===== src/rtl/alu_rr_arbiter.sv =====
// alu_rr_arbiter: round-robin arbiter sharing one combinational 4-bit ALU
// among NUM_REQ requesters, returning result + requester ID on a
// valid/ready response channel.
// Optional build macro ALU_ARB_PRIO_EN: requester 0 gets strict priority and
// round-robin runs over requesters 1..NUM_REQ-1 only.
module alu_rr_arbiter #(
    parameter int unsigned NUM_REQ = 4,
    parameter int unsigned ID_W    = 2
) (
    input  logic                 clk,
    input  logic                 rst_n,
    input  logic [NUM_REQ-1:0]   req_valid,
    output logic [NUM_REQ-1:0]   req_ready,
    input  logic [4*NUM_REQ-1:0] req_a,
    input  logic [4*NUM_REQ-1:0] req_b,
    input  logic [3*NUM_REQ-1:0] req_op,
    output logic [3:0]           alu_a,
    output logic [3:0]           alu_b,
    output logic [2:0]           alu_sel,
    input  logic [7:0]           alu_result,
    output logic                 rsp_valid,
    input  logic                 rsp_ready,
    output logic [7:0]           rsp_data,
    output logic [ID_W-1:0]      rsp_id,
    output logic                 busy
);

    localparam int unsigned OPND_W = 4;
    localparam int unsigned OP_W   = 3;
    localparam int unsigned RES_W  = 8;

`ifdef ALU_ARB_PRIO_EN
    localparam bit PRIO_EN = 1'b1;
`else
    localparam bit PRIO_EN = 1'b0;
`endif

    typedef enum logic [1:0] {
        IDLE = 2'd0,
        EXEC = 2'd1,
        RESP = 2'd2
    } state_e;

    state_e              state_q, state_d;
    logic [ID_W-1:0]     rr_ptr_q, rr_ptr_d;
    logic [OPND_W-1:0]   a_q, a_d;
    logic [OPND_W-1:0]   b_q, b_d;
    logic [OP_W-1:0]     op_q, op_d;
    logic [ID_W-1:0]     id_q, id_d;
    logic [RES_W-1:0]    rsp_data_q, rsp_data_d;
    logic [ID_W-1:0]     rsp_id_q, rsp_id_d;
    logic                rsp_valid_q, rsp_valid_d;
    logic                busy_q, busy_d;

    logic                grant_any;
    logic [ID_W-1:0]     winner;
    logic [ID_W-1:0]     scan_idx;
    int unsigned         win_i;

    // Winner search: descending scan so the valid index closest to rr_ptr is the last one assigned.
    always_comb begin
        grant_any = 1'b0;
        winner    = '0;
        scan_idx  = '0;
        for (int k = int'(NUM_REQ) - 1; k >= 0; k--) begin
            scan_idx = ID_W'((int'(rr_ptr_q) + k) % int'(NUM_REQ));
            if (req_valid[scan_idx] && !(PRIO_EN && (scan_idx == '0))) begin
                grant_any = 1'b1;
                winner    = scan_idx;
            end
        end
        if (PRIO_EN && req_valid[0]) begin
            grant_any = 1'b1;
            winner    = '0;
        end
        win_i = 32'(winner);
    end

    // Grant strobe: only in IDLE, and never while reset is asserted.
    always_comb begin
        req_ready = '0;
        if ((state_q == IDLE) && grant_any && rst_n) begin
            req_ready[winner] = 1'b1;
        end
    end

    // Next-state and datapath capture.
    always_comb begin
        state_d     = state_q;
        rr_ptr_d    = rr_ptr_q;
        a_d         = a_q;
        b_d         = b_q;
        op_d        = op_q;
        id_d        = id_q;
        rsp_data_d  = rsp_data_q;
        rsp_id_d    = rsp_id_q;
        rsp_valid_d = rsp_valid_q;
        case (state_q)
            IDLE: begin
                if (grant_any) begin
                    a_d     = req_a[win_i*OPND_W +: OPND_W];
                    b_d     = req_b[win_i*OPND_W +: OPND_W];
                    op_d    = req_op[win_i*OP_W +: OP_W];
                    id_d    = winner;
                    state_d = EXEC;
                    // A priority grant to requester 0 leaves the rotation untouched.
                    if (!(PRIO_EN && (winner == '0))) begin
                        rr_ptr_d = ID_W'((win_i + 1) % NUM_REQ);
                    end
                end
            end
            EXEC: begin
                rsp_data_d  = alu_result;
                rsp_id_d    = id_q;
                rsp_valid_d = 1'b1;
                state_d     = RESP;
            end
            RESP: begin
                if (rsp_ready) begin
                    rsp_valid_d = 1'b0;
                    state_d     = IDLE;
                end
            end
            default: begin
                state_d = IDLE;
            end
        endcase
        busy_d = (state_d != IDLE);
    end

    // State and datapath registers with synchronous active-low reset.
    always_ff @(posedge clk) begin
        if (!rst_n) begin
            state_q     <= IDLE;
            rr_ptr_q    <= '0;
            a_q         <= '0;
            b_q         <= '0;
            op_q        <= '0;
            id_q        <= '0;
            rsp_data_q  <= '0;
            rsp_id_q    <= '0;
            rsp_valid_q <= 1'b0;
            busy_q      <= 1'b0;
        end else begin
            state_q     <= state_d;
            rr_ptr_q    <= rr_ptr_d;
            a_q         <= a_d;
            b_q         <= b_d;
            op_q        <= op_d;
            id_q        <= id_d;
            rsp_data_q  <= rsp_data_d;
            rsp_id_q    <= rsp_id_d;
            rsp_valid_q <= rsp_valid_d;
            busy_q      <= busy_d;
        end
    end

    assign alu_a     = a_q;
    assign alu_b     = b_q;
    assign alu_sel   = op_q;
    assign rsp_valid = rsp_valid_q;
    assign rsp_data  = rsp_data_q;
    assign rsp_id    = rsp_id_q;
    assign busy      = busy_q;

endmodule


===== config.mk =====
export PLATFORM = sky130hd
export DESIGN_NAME = alu_rr_arbiter
export DESIGN_NICKNAME = d
export VERILOG_FILES = /design/src/rtl/alu_rr_arbiter.sv
export SDC_FILE = /design/constraint.sdc
export NUM_CORES = 1
export LEC_CHECK = 0
export ABC_AREA = 1
export BUFFER_PORTS_ARGS = -buffer_cell sky130_fd_sc_hd__buf_4
export CORE_ASPECT_RATIO = 0.9
export CORE_MARGIN = 1.5
export CORE_UTILIZATION = 28
export DETAILED_ROUTE_END_ITERATION = 8
export GPL_TIMING_DRIVEN = 0
export PLACE_DENSITY_LB_ADDON = 0.1
export SLEW_MARGIN = 20
export SYNTH_ARGS = -nofsm -noshare
export SYNTH_HDL_FRONTEND = slang
export SYNTH_SLANG_ARGS = --single-unit

===== constraint.sdc =====
create_clock -name clk -period 5.9 [get_ports clk]
set_input_delay 1.18 -clock clk [delete_from_list [all_inputs] [get_ports clk]]
set_output_delay 1.18 -clock clk [all_outputs]
set_load 0.01 [all_outputs]

-- Word-level counts from Yosys, hierarchy flattened
Index checks and enable logic that the tools add are counted.
- flip-flop bits (word level): 29
- input bits: 59
- output and inout port bits: 27
- add/sub/neg operators: 4
- $mul: 1
- order comparisons: 6
- eq/ne operators: 3
- shift operators: 3
- mux-type cells: 24
- reductions and logical operators: 8
- operators with widths (operator ; number):
    $shiftx A16 B5 Y4 ; 2
    $lt A2 B3 Y1 const B ; 5
    $mux W2 ; 6
    $shiftx A12 B5 Y3 ; 1
    $mux W1 ; 10
    $bmux W1 S2 ; 4
    $pmux W2 S3 ; 1
    $add A2 B1 Y2 const B ; 2
    $add A2 B2 Y2 const B ; 2
    $mul A2 B2 Y4 const B ; 1
    $mux W4 ; 1
    $reduce_and A2 Y1 ; 2
    $reduce_bool A2 Y1 ; 2
    $logic_and A1 B1 Y1 ; 3
    $demux W1 S2 ; 1
    $eq A2 B1 Y1 const B ; 1
    $eq A2 B2 Y1 const B ; 1
    $ge A2 B1 Y1 const B ; 1
    $logic_not A2 Y1 ; 1
    $ne A2 B2 Y1 const B ; 1
    $pmux W1 S2 ; 1

-- Depth between registers and ports, before layout
- depth in word-level cells: 12
- gate-level depth with buffers: 15
- depth with buffers taken out: 13

-- Least setup slack after synthesis
No wires, ideal clock.
- kind: input port to output port
- start point: input port req_valid[2]
- end point: output port req_ready[3]
- arrival time: 2.323 ns
- required time: 4.720 ns
- path slack: 2.397 ns
- stages: 12
- cells stage by stage: inv_1 -> o21ai_1 -> nand2_1 -> nand2_1 -> inv_1 -> nand2_1 -> nand2_2 -> nand2_2 -> buf_4 -> ha_1 -> inv_1 -> nor2_1
- cells in the longest elaborated chain, start to end: 11
- elaborated cells on any way between the ends: 24
- classes of those cells: order compare (2); mux (19); reduce/logical (3)
- RTL lines (item ; RTL line ; source):
    start: declaration ; 12 ; input logic [NUM_REQ-1:0] req_valid,
    $bmux W1 S2 ; 67 ; if (req_valid[scan_idx] && !(PRIO_EN && (scan_idx == '0))) begin
    $mux W1 (not written as such) ; 67 ;
    $mux W2 (3 in a row) ; 67 ;
    $mux W2 * ; 67 ;
    via winner[0] ; 56 ; logic [ID_W-1:0] winner;
    $lt A2 B3 Y1 (not written as such) / $ge A2 B1 Y1 (equally long branches) ; 83 ; req_ready[winner] = 1'b1;
    $logic_and A1 B1 Y1 (not written as such) ; 83 ;
    $mux W1 (not written as such) ; 83 ;
    $demux W1 S2 * ; 83 ;
    $mux W4 * ; 82 ; if ((state_q == IDLE) && grant_any && rst_n) begin
    end: declaration ; 13 ; output logic [NUM_REQ-1:0] req_ready,
The timed path passes the listed nets; every way through them passes the cells marked *. The select of a mux whose other input is x is not followed.

-- Final worst setup path
- start point: input port req_valid[3]
- end point: output port req_ready[1]
The elaborated chain is that of the path after synthesis.

==> flow_summary.toml <==
[cells_and_area]
area.sequential_sq_um = 581
antenna_cells = 0
drive_gt1_share_pct = 29.4
fin_area_sq_um = 2610
multi_input_area_sq_um = 956
syn2layout_area_growth_pct = 46.9
nets = 441
n_fill_cell = 683

[die]
row_count = 27
die_x_um = 87.0
core_area_sq_um = 6110
start_util_pct = 29.1
pin_count = 86
die_h_um = 78.6
dieArea_sq_um = 6830

[yosys]
synth_cell_types = 24
synth-compound-area-share_pct = 10.6
yosys-top-cells-area = "dfxtp_1 33%, nand2_1 15%, inv_1 9.7%"
yosys.area.top_type = "dfxtp_1"
synthMuxAreaShare_pct = 0
synth_simple_gate_area_share_pct = 39.9
synth_fa_ha_area_share_pct = 2.82
synth_top_family_by_area = "simple AND/OR/NAND/NOR gates"
synth_top_area_share_pct = 32.7
ys_warn_count = 0
syn_avg_cell_area_sq_um = 6.21
yosysSeqAreaShare_pct = 32.7
syn_nets = 349
ys_seq_elements = 29
synth-xor-area-share_pct = 0.493
synthCells = 286
syn_area_sq_um = 1780

[outcome]
status = "finished, final reports clean"

[timing]
fin_crit_sh_pct = 67.0
worst_slew_pin_slew_ps = 490
drv_slew = 0
rsz0062_at_grt = "false"
fin_crit_ps = 3950
clock_skew_ps = 5.67
relSlewSlack_pct = 67.4
holdWs_ps = 478
fmax_mhz = 253
finalSetupTns_ps = 0
setup_viol = 0
hold_violations = 0

[clock_tree]
cts.clk_slew.worst_paths_ps = 60
numCtsBuffers = 5
cts_tree = "yes"
cts_resized = 0
cts_max_level = 2
holdBufCountCts = 0
post_cts_buffers = 0
clkLatencyLatePin_ps = 280
cts.sinks = 29
clockRootBuffer = "clkbuf_8"
clock_path_buffers = 2

[setup_path]
worstRegToRegCells = 12
critPathTopFamily = "compound AO/OA/AOI/OAI gates"
cp_max_fo = 8
required_ps = 4720
path_cells = "buf_4, inv_1, o21ai_1, nand2_1, nand2_1, nor2_1, a21oi_4, inv_2, ha_1, inv_1, nor2_1, buf_4"
criticalPathCategory = "in2out"
endpoint_kind = "primary output"
startpoint_type = "input pin"
cp-startpoint = "req_valid[3]"
r2r_start = "rr_ptr_q[0]"
cp_data_arrival_time_ps = 2770
critPathBufInv = 5
regToRegSetupSlack_ps = 3780
slowest_delay_ps = 310
slowest_stage = "a21oi_4"
reg2reg_to = "rr_ptr_q[1]"

[pwr]
total_power_mw = 1.24
power_density_nw_per_um2 = 476
power_leakage_nw = 1.44
vdd.ir_drop.worst_uv = 144

[detailed_routing]
vias_per_cell = 4.23
dr.pass1.iters = 4
routedWlPerCell_um = 10.7
drtAntennaViolNets = 0
vias = 1969
routed_wl_um = 4990
drtIter0Drc = 76
drc_errors = 0

[global_routing]
grt-ovfl-total = 0
grt_pass1_wl_um = 8470
antenna_found_initial = 0
grt_max_degree = 12
grt_pass1_vias = 1869
track_usage_pct = 15.9

[job]
maxCapViolCount = 0

[placed_design]
port_buffers = 85
dpl_cell_area_sq_um = 2520
dp_hpwl_um = 3890
gp_congestion = 0.824

[min_path]
hp-class = "reg2reg"
min_to = "rsp_id[1]"
hold_start = "id_q[1]"
hold_depth = 2
==> state kept, by name, indices dropped and copies added (netlist names) <==
name,flops
rsp_data,8
alu_a,4
alu_b,4
alu_sel,3
id_q,2
rr_ptr_q,2
rsp_id,2
state_q,2
busy,1
rsp_valid,1
==> metrics by stage <==
step	util [%]	setup WS (ps)	std cells
after CTS	42.7	1930	465
final	42.7	1950	465
after global placement	41.3	1950	458
after detailed placement	41.3	1930	458
after floorplan	-	2400	286
after global routing	42.7	1750	465
==> placed cells by master, fill, tap and decap left out, types with 5 or more instances in the layout <==
cell / n
dfxtp_1: 29
o211ai_1: 5
clkbuf_8: 6
buf_4: 87
nand3_1: 33
nor2_1: 42
o21ai_0: 15
clkbuf_1: 6
a21oi_1: 7
inv_1: 46
nand3b_1: 5
nand2_1: 70
==> synth_stat cells, drive strengths merged <==
| master | instances |
|---|---|
| nand3 | 35 |
| o211ai | 5 |
| or2 | 4 |
| ha | 4 |
| nor2 | 45 |
| inv | 48 |
| buf | 6 |
| a311oi | 1 |
| dfxtp | 29 |
| clkbuf | 5 |
| o21ai | 18 |
| xnor2 | 1 |
| a21oi | 8 |
| nand3b | 5 |
| nand2 | 72 |
==> logic make-up (layout without fill, tap and decap cells) <==
| logic type | Yosys count | after routing |
|---|---|---|
| XOR/XNOR | 1 | 1 |
| AO/OA/AOI/OAI | 32 | 32 |
| flip-flops | 29 | 29 |
| adder cells (fa/ha/maj) | 4 | 4 |
| AND/OR/NAND/NOR | 161 | 161 |
| buffers and inverters | 59 | 151 |
==> tightest hold or removal path: cells and delay by family (launching register included) <==
| family | cells | cell delay (ps) |
|---|---|---|
| simple gates | 2 | 120 |
| flops | 1 | 320 |
==> worst max path at each step <==
stage	to	slack [ps]	depth (start not counted)
2_1_floorplan	req_ready[3]	2400	12
3_3_place_gp	req_ready[1]	1950	12
3_5_place_dp	req_ready[1]	1930	12
4_1_cts	req_ready[1]	1930	12
5_1_grt	req_ready[1]	1750	14
6_report	req_ready[1]	1950	12
==> power by group <==
part / switching, mW / internal [mW] / leakage (nW)
sequential: 0.0375 / 0.263 / 0.240
clock: 0.0751 / 0.0924 / 0.0443
combinational: 0.468 / 0.306 / 1.15
==> final cells by class <==
class / instances / share of cell area [%]
well taps: 87 / 4.17
inverters: 48 / 6.90
repair buffers: 85 / 24.4
clock buffers: 7 / 3.31
multi-input cells: 198 / 36.6
plain buffers: 11 / 2.30
flip-flops and latches: 29 / 22.2
==> metal layers <==
metal / up-vias / routed length [um] / global-route usage [%]
li1: 1065 / - / -
met4: 0 / 44 / 6.29
met3: 4 / 314 / 4.84
met5: - / 0 / 0
met1: 857 / 2440 / 21.0
met2: 43 / 2190 / 24.1
Power figures use the tool's default switching activity.
